--- src/rtl/level_sequencer.sv ---
// Difficulty scheduler: tracks hits, misses and lives, advances the level and drives block size.
// Optional LEVEL_WRAP_EN: a level advance at level 7 wraps to level 0 instead of saturating.
module level_sequencer #(
  parameter int HITS_PER_LEVEL = 8,
  parameter int LIVES_INIT     = 3,
  parameter int FLASH_CYCLES   = 25000000
) (
  input  logic       CLOCK_50,
  input  logic       resetn,
  input  logic       start,
  input  logic       hit,
  input  logic       miss,
  input  logic       manual,
  input  logic [2:0] sw_level,
  output logic [2:0] level,
  output logic [8:0] size,
  output logic [1:0] lives,
  output logic       level_up,
  output logic       playing,
  output logic       game_over
);

  localparam int HCW = $clog2(HITS_PER_LEVEL);
  localparam int FCW = $clog2(FLASH_CYCLES + 1);
  localparam logic [HCW-1:0] HIT_LAST   = HCW'(HITS_PER_LEVEL - 1);
  localparam logic [FCW-1:0] FLASH_LOAD = FCW'(FLASH_CYCLES - 1);
  localparam logic [1:0]     LIVES_LOAD = 2'(LIVES_INIT);

`ifdef LEVEL_WRAP_EN
  localparam bit WRAP = 1'b1;
`else
  localparam bit WRAP = 1'b0;
`endif

  typedef enum logic [1:0] {IDLE, PLAY, PAUSE, OVER} state_t;

  state_t         state, state_next;
  logic [HCW-1:0] hit_cnt, hit_next;
  logic [FCW-1:0] flash_cnt, flash_next;
  logic [2:0]     level_next;
  logic [1:0]     lives_next;
  logic [8:0]     size_next;
  logic           level_up_next, playing_next, game_over_next;

  function automatic logic [8:0] size_of(input logic [2:0] lv);
    case (lv)
      3'd0:    size_of = 9'd30;
      3'd1:    size_of = 9'd60;
      3'd2:    size_of = 9'd120;
      3'd3:    size_of = 9'd150;
      3'd4:    size_of = 9'd180;
      3'd5:    size_of = 9'd210;
      3'd6:    size_of = 9'd240;
      default: size_of = 9'd250;
    endcase
  endfunction

  // State and registered outputs
  always_ff @(posedge CLOCK_50) begin
    if (!resetn) begin
      state     <= IDLE;
      level     <= 3'd0;
      size      <= 9'd30;
      lives     <= LIVES_LOAD;
      hit_cnt   <= '0;
      flash_cnt <= '0;
      level_up  <= 1'b0;
      playing   <= 1'b0;
      game_over <= 1'b0;
    end else begin
      state     <= state_next;
      level     <= level_next;
      size      <= size_next;
      lives     <= lives_next;
      hit_cnt   <= hit_next;
      flash_cnt <= flash_next;
      level_up  <= level_up_next;
      playing   <= playing_next;
      game_over <= game_over_next;
    end
  end

  // Next-state and counter updates
  always_comb begin
    state_next    = state;
    level_next    = level;
    lives_next    = lives;
    hit_next      = hit_cnt;
    flash_next    = flash_cnt;
    level_up_next = 1'b0;
    case (state)
      IDLE: begin
        level_next = manual ? sw_level : 3'd0;
        if (start) begin
          state_next = PLAY;
          lives_next = LIVES_LOAD;
          hit_next   = '0;
        end
      end
      PLAY: begin
        if (miss) begin
          if (lives == 2'd1) begin
            lives_next = 2'd0;
            state_next = OVER;
          end else begin
            lives_next = lives - 2'd1;
          end
        end else if (hit) begin
          if (hit_cnt < HIT_LAST) begin
            hit_next = hit_cnt + HCW'(1);
          end else begin
            hit_next = '0;
            // Level 7 saturates silently unless wrapping is built in
            if (level != 3'd7 || WRAP) begin
              level_next    = level + 3'd1;
              level_up_next = 1'b1;
              state_next    = PAUSE;
              flash_next    = FLASH_LOAD;
            end
          end
        end
      end
      PAUSE: begin
        if (flash_cnt == '0) state_next = PLAY;
        else                 flash_next = flash_cnt - FCW'(1);
      end
      OVER: begin
        if (start) state_next = IDLE;
      end
      default: state_next = IDLE;
    endcase
  end

  // Outputs derived from the upcoming state so they register alongside it
  always_comb begin
    playing_next   = (state_next == PLAY) || (state_next == PAUSE);
    game_over_next = (state_next == OVER);
    size_next      = size_of(level_next);
  end

endmodule
--- config.mk ---
export PLATFORM = sky130hd
export DESIGN_NAME = level_sequencer
export DESIGN_NICKNAME = d
export VERILOG_FILES = /design/src/rtl/level_sequencer.sv
export SDC_FILE = /design/constraint.sdc
export NUM_CORES = 1
export LEC_CHECK = 0
export CELL_PAD_IN_SITES_DETAIL_PLACEMENT = 1
export CELL_PAD_IN_SITES_GLOBAL_PLACEMENT = 1
export CORE_UTILIZATION = 42
export CTS_CLUSTER_DIAMETER = 60
export DETAILED_ROUTE_END_ITERATION = 8
export HOLD_SLACK_MARGIN = 0.08
export PLACE_DENSITY_LB_ADDON = 0.08
export SLEW_MARGIN = 10
export SYNTH_ARGS = -nofsm -noshare
export SYNTH_HDL_FRONTEND = slang
export SYNTH_SLANG_ARGS = --single-unit
--- constraint.sdc ---
create_clock -name CLOCK_50 -period 2.45 [get_ports CLOCK_50]
set_input_delay 0.3675 -clock CLOCK_50 [delete_from_list [all_inputs] [get_ports CLOCK_50]]
set_output_delay 0.3675 -clock CLOCK_50 [all_outputs]
set_load 0.03 [all_outputs]
==> reports/metrics.cfg <==
[power_and_ir_drop]
internal-power_mw = 1.209
powerDensity_nw_per_um2 = 557.9
clock_power_share_pct = 41.3
leakagePower_nw = 1.067
ir_drop_v = 0.0003391
power_frac_comb_pct = 11.2
p_sw_share_pct = 23.02
p_switching_mw = 0.3615
power_frac_seq_pct = 47.5

[sta]
fin_skew_ns = 0.005409
slew_viol_final = 0
fin_ws_ns = 0.2407
fin_setup_tns_ns = 0
fin_crit_ns = 2.209
fin_crit_sh_pct = 90.18
fmax_mhz = 452.6
rsz0062_at_grt = false
slew_headroom_pct = 61.99
hold_viol = 0
worst_pin_slew_ns = 0.5557
setup-violations-final = 0

[routing]
detail-route-antenna-nets = 0
drc = 0
route.vias.total = 2174
viasPerCell = 5.908
first_pass_iters = 4
wl_um = 6167
drt_iter0_markers = 120
avgRoutedWirePerCell_um = 16.76

[clock_network]
root_buffer = clkbuf_8
cts_max_level = 2
clk_latency_ns = 0.29
cts_sinks = 44
cts_resized = 0
hold_buffers = 0
post_cts_buffers = 0
cts_tree = done
cts_buffer_depth = 2
clkTransAtPathRegs_ns = 0.08
cts_made_buffers = 5

[global_routing]
grt_pass1_vias = 2238
grt-ovfl-total = 0
grt_use_total_pct = 22.59
grt_first_pass_wirelength_um = 10760
antenna_found_initial = 0
grt_max_degree = 21

[place]
place.gp.congestion = 0.8104
dpl.cell_count = 361
portBuffers = 22
dp_slack_ns = 0.1522
dp_hpwl_um = 4582

[worst_setup_path]
crit_path_end_kind = flip-flop
cp.required_ns = 2.63
worstSetupPathType = flip-flop to flip-flop
path_max_fanout = 9
start_kind = flip-flop
critical_path_arrival_ns = 2.39

[floorplanning]
rows = 26
start_util_pct = 44.74
die_h_um = 76.70
die_x_um = 76.70
dieArea_um2 = 5882
io_pins = 26
coreArea_um2 = 5238

[logic_synthesis]
synth-edff-count = 0
synth_top_area_share_pct = 37.59
ys_seq_elements = 44
syn_area_um2 = 2343
synth_ff_type = dfxtp_1
seq_area_frac_synth_pct = 37.59
synth_area_leader_cell = dfxtp_1
yosys-top-cells-area = dfxtp_1 38%, a21oi_1 4.5%, xnor2_1 3.4%
ys_async_sr_fraction_pct = 0
yosys.cell_types.count = 57
synth_warnings = 0
netlist_instances = 270
syn_avg_cell_area_um2 = 8.680

[run_status]
status = finished, final reports clean

[final_layout]
layout_common_cells = 44 x dfxtp_1, 22 x clkdlybuf4s50_1, 21 x a21oi_1
syn2layout_area_growth_pct = 20.13
diodes = 0
multi_input_area_um2 = 1374
seqCellArea_um2 = 880.8
fin_nets = 313
final_common_cell = dfxtp_1
fillers = 629
layout-drive-gt1-share_pct = 11.07
layoutNonFillerInstCount = 368

[run]
maxCapViolCount = 0

[min_path]
hold_path.class = flip-flop to flip-flop

## per-stage QoR
step	total power [mW]	hold WS, ns	utilization [%]	cell area [um^2]
floorplan	0.8686	0.4457	-	2347
detailed placement	0.9401	0.4684	51.17	2680
global route	1.635	0.5156	53.75	2815
CTS	1.587	0.4814	53.63	2809
global placement	0.9363	0.4723	51.17	2680
finish	1.571	0.4782	53.75	2815
## synth_stat cells (2+ instances only)
| library cell | n |
|---|---|
| dfxtp_1 | 44 |
| a21oi_1 | 21 |
| nand2_1 | 19 |
| nor2_1 | 15 |
| clkbuf_1 | 10 |
| xnor2_1 | 9 |
| nor3_1 | 8 |
| or4_1 | 8 |
| nand3_1 | 7 |
| nor4_1 | 7 |
| o211ai_1 | 7 |
| a31oi_1 | 6 |
| and2_1 | 6 |
| ha_1 | 6 |
| inv_1 | 6 |
| o21ai_0 | 6 |
| a211oi_1 | 5 |
| nand2b_1 | 5 |
| nor2b_1 | 5 |
| buf_4 | 4 |
| nand4_1 | 4 |
| o31ai_1 | 4 |
| or3_1 | 4 |
| xor2_1 | 4 |
| a2111oi_0 | 3 |
| a311oi_1 | 3 |
| and3_1 | 3 |
| or2_2 | 3 |
| a2111oi_2 | 2 |
| a211o_1 | 2 |
| and4_1 | 2 |
| conb_1 | 2 |
| mux2i_1 | 2 |
| nand3b_1 | 2 |
| nor3b_1 | 2 |
| o21a_1 | 2 |
| o41ai_1 | 2 |
## state kept, by name, summed over array words and instances (netlist names)
register,flops
lives,2
flash_cnt,25
state,2
level,3
size,6
playing,1
hit_cnt,3
game_over,1
level_up,1
## layer usage
metal  wire, um  up-vias  track usage [%]
li1           -     1064                -
met1       3197     1077            31.73
met2       2744       28            36.34
met3        180        5            3.571
met4         45        0            4.615
met5          0        -                0
## power by group through the flow
stage | Clock [mW] | Sequential, mW | Combinational (mW)
floorplan | 0 | 0.789 | 0.0796
global placement | 0 | 0.763 | 0.174
detailed placement | 0 | 0.763 | 0.177
CTS | 0.662 | 0.747 | 0.178
global route | 0.695 | 0.749 | 0.190
finish | 0.648 | 0.747 | 0.176
## final timing paths
kind | start | endpoint | slack, ns | cells after the start
worst min register to register | flash_cnt[23]$_SDFFE_PN0P_ | flash_cnt[23]$_SDFFE_PN0P_ | 0.48 | 2
worst max register to register | flash_cnt[2]$_SDFFE_PN0P_ | flash_cnt[20]$_SDFFE_PN0P_ | 0.24 | 6
worst max-delay path | flash_cnt[2]$_SDFFE_PN0P_ | flash_cnt[20]$_SDFFE_PN0P_ | 0.24 | 6
worst min-delay path | flash_cnt[23]$_SDFFE_PN0P_ | flash_cnt[23]$_SDFFE_PN0P_ | 0.48 | 2
## critical path, stage by stage (launching register included)
cell and delay, ns:
dfxtp_1 0.37, nor4_4 0.50, nand2_1 0.31, a2111oi_1 0.53, buf_4 0.19, xnor2_1 0.11, a21oi_1 0.08
## area by class of cell
type | count | area share (%)
timing repair buffer | 35 | 11.29
sequential | 44 | 31.29
clock inverter | 2 | 2.133
multi-input combinational | 205 | 48.80
tap | 70 | 3.111
inverter | 7 | 0.9333
clock buffer | 5 | 2.444
## cells by family after synthesis
kind of cell,Yosys count,synth area share (%)
mux,3,1.335
flops,44,37.59
buf+inv,22,4.218
fa+ha+maj,6,3.203
xor+xnor,13,4.859
other cells,2,0.3205
compound gates,75,22.91
simple gates,105,25.57
Power figures use the tool's default switching activity.
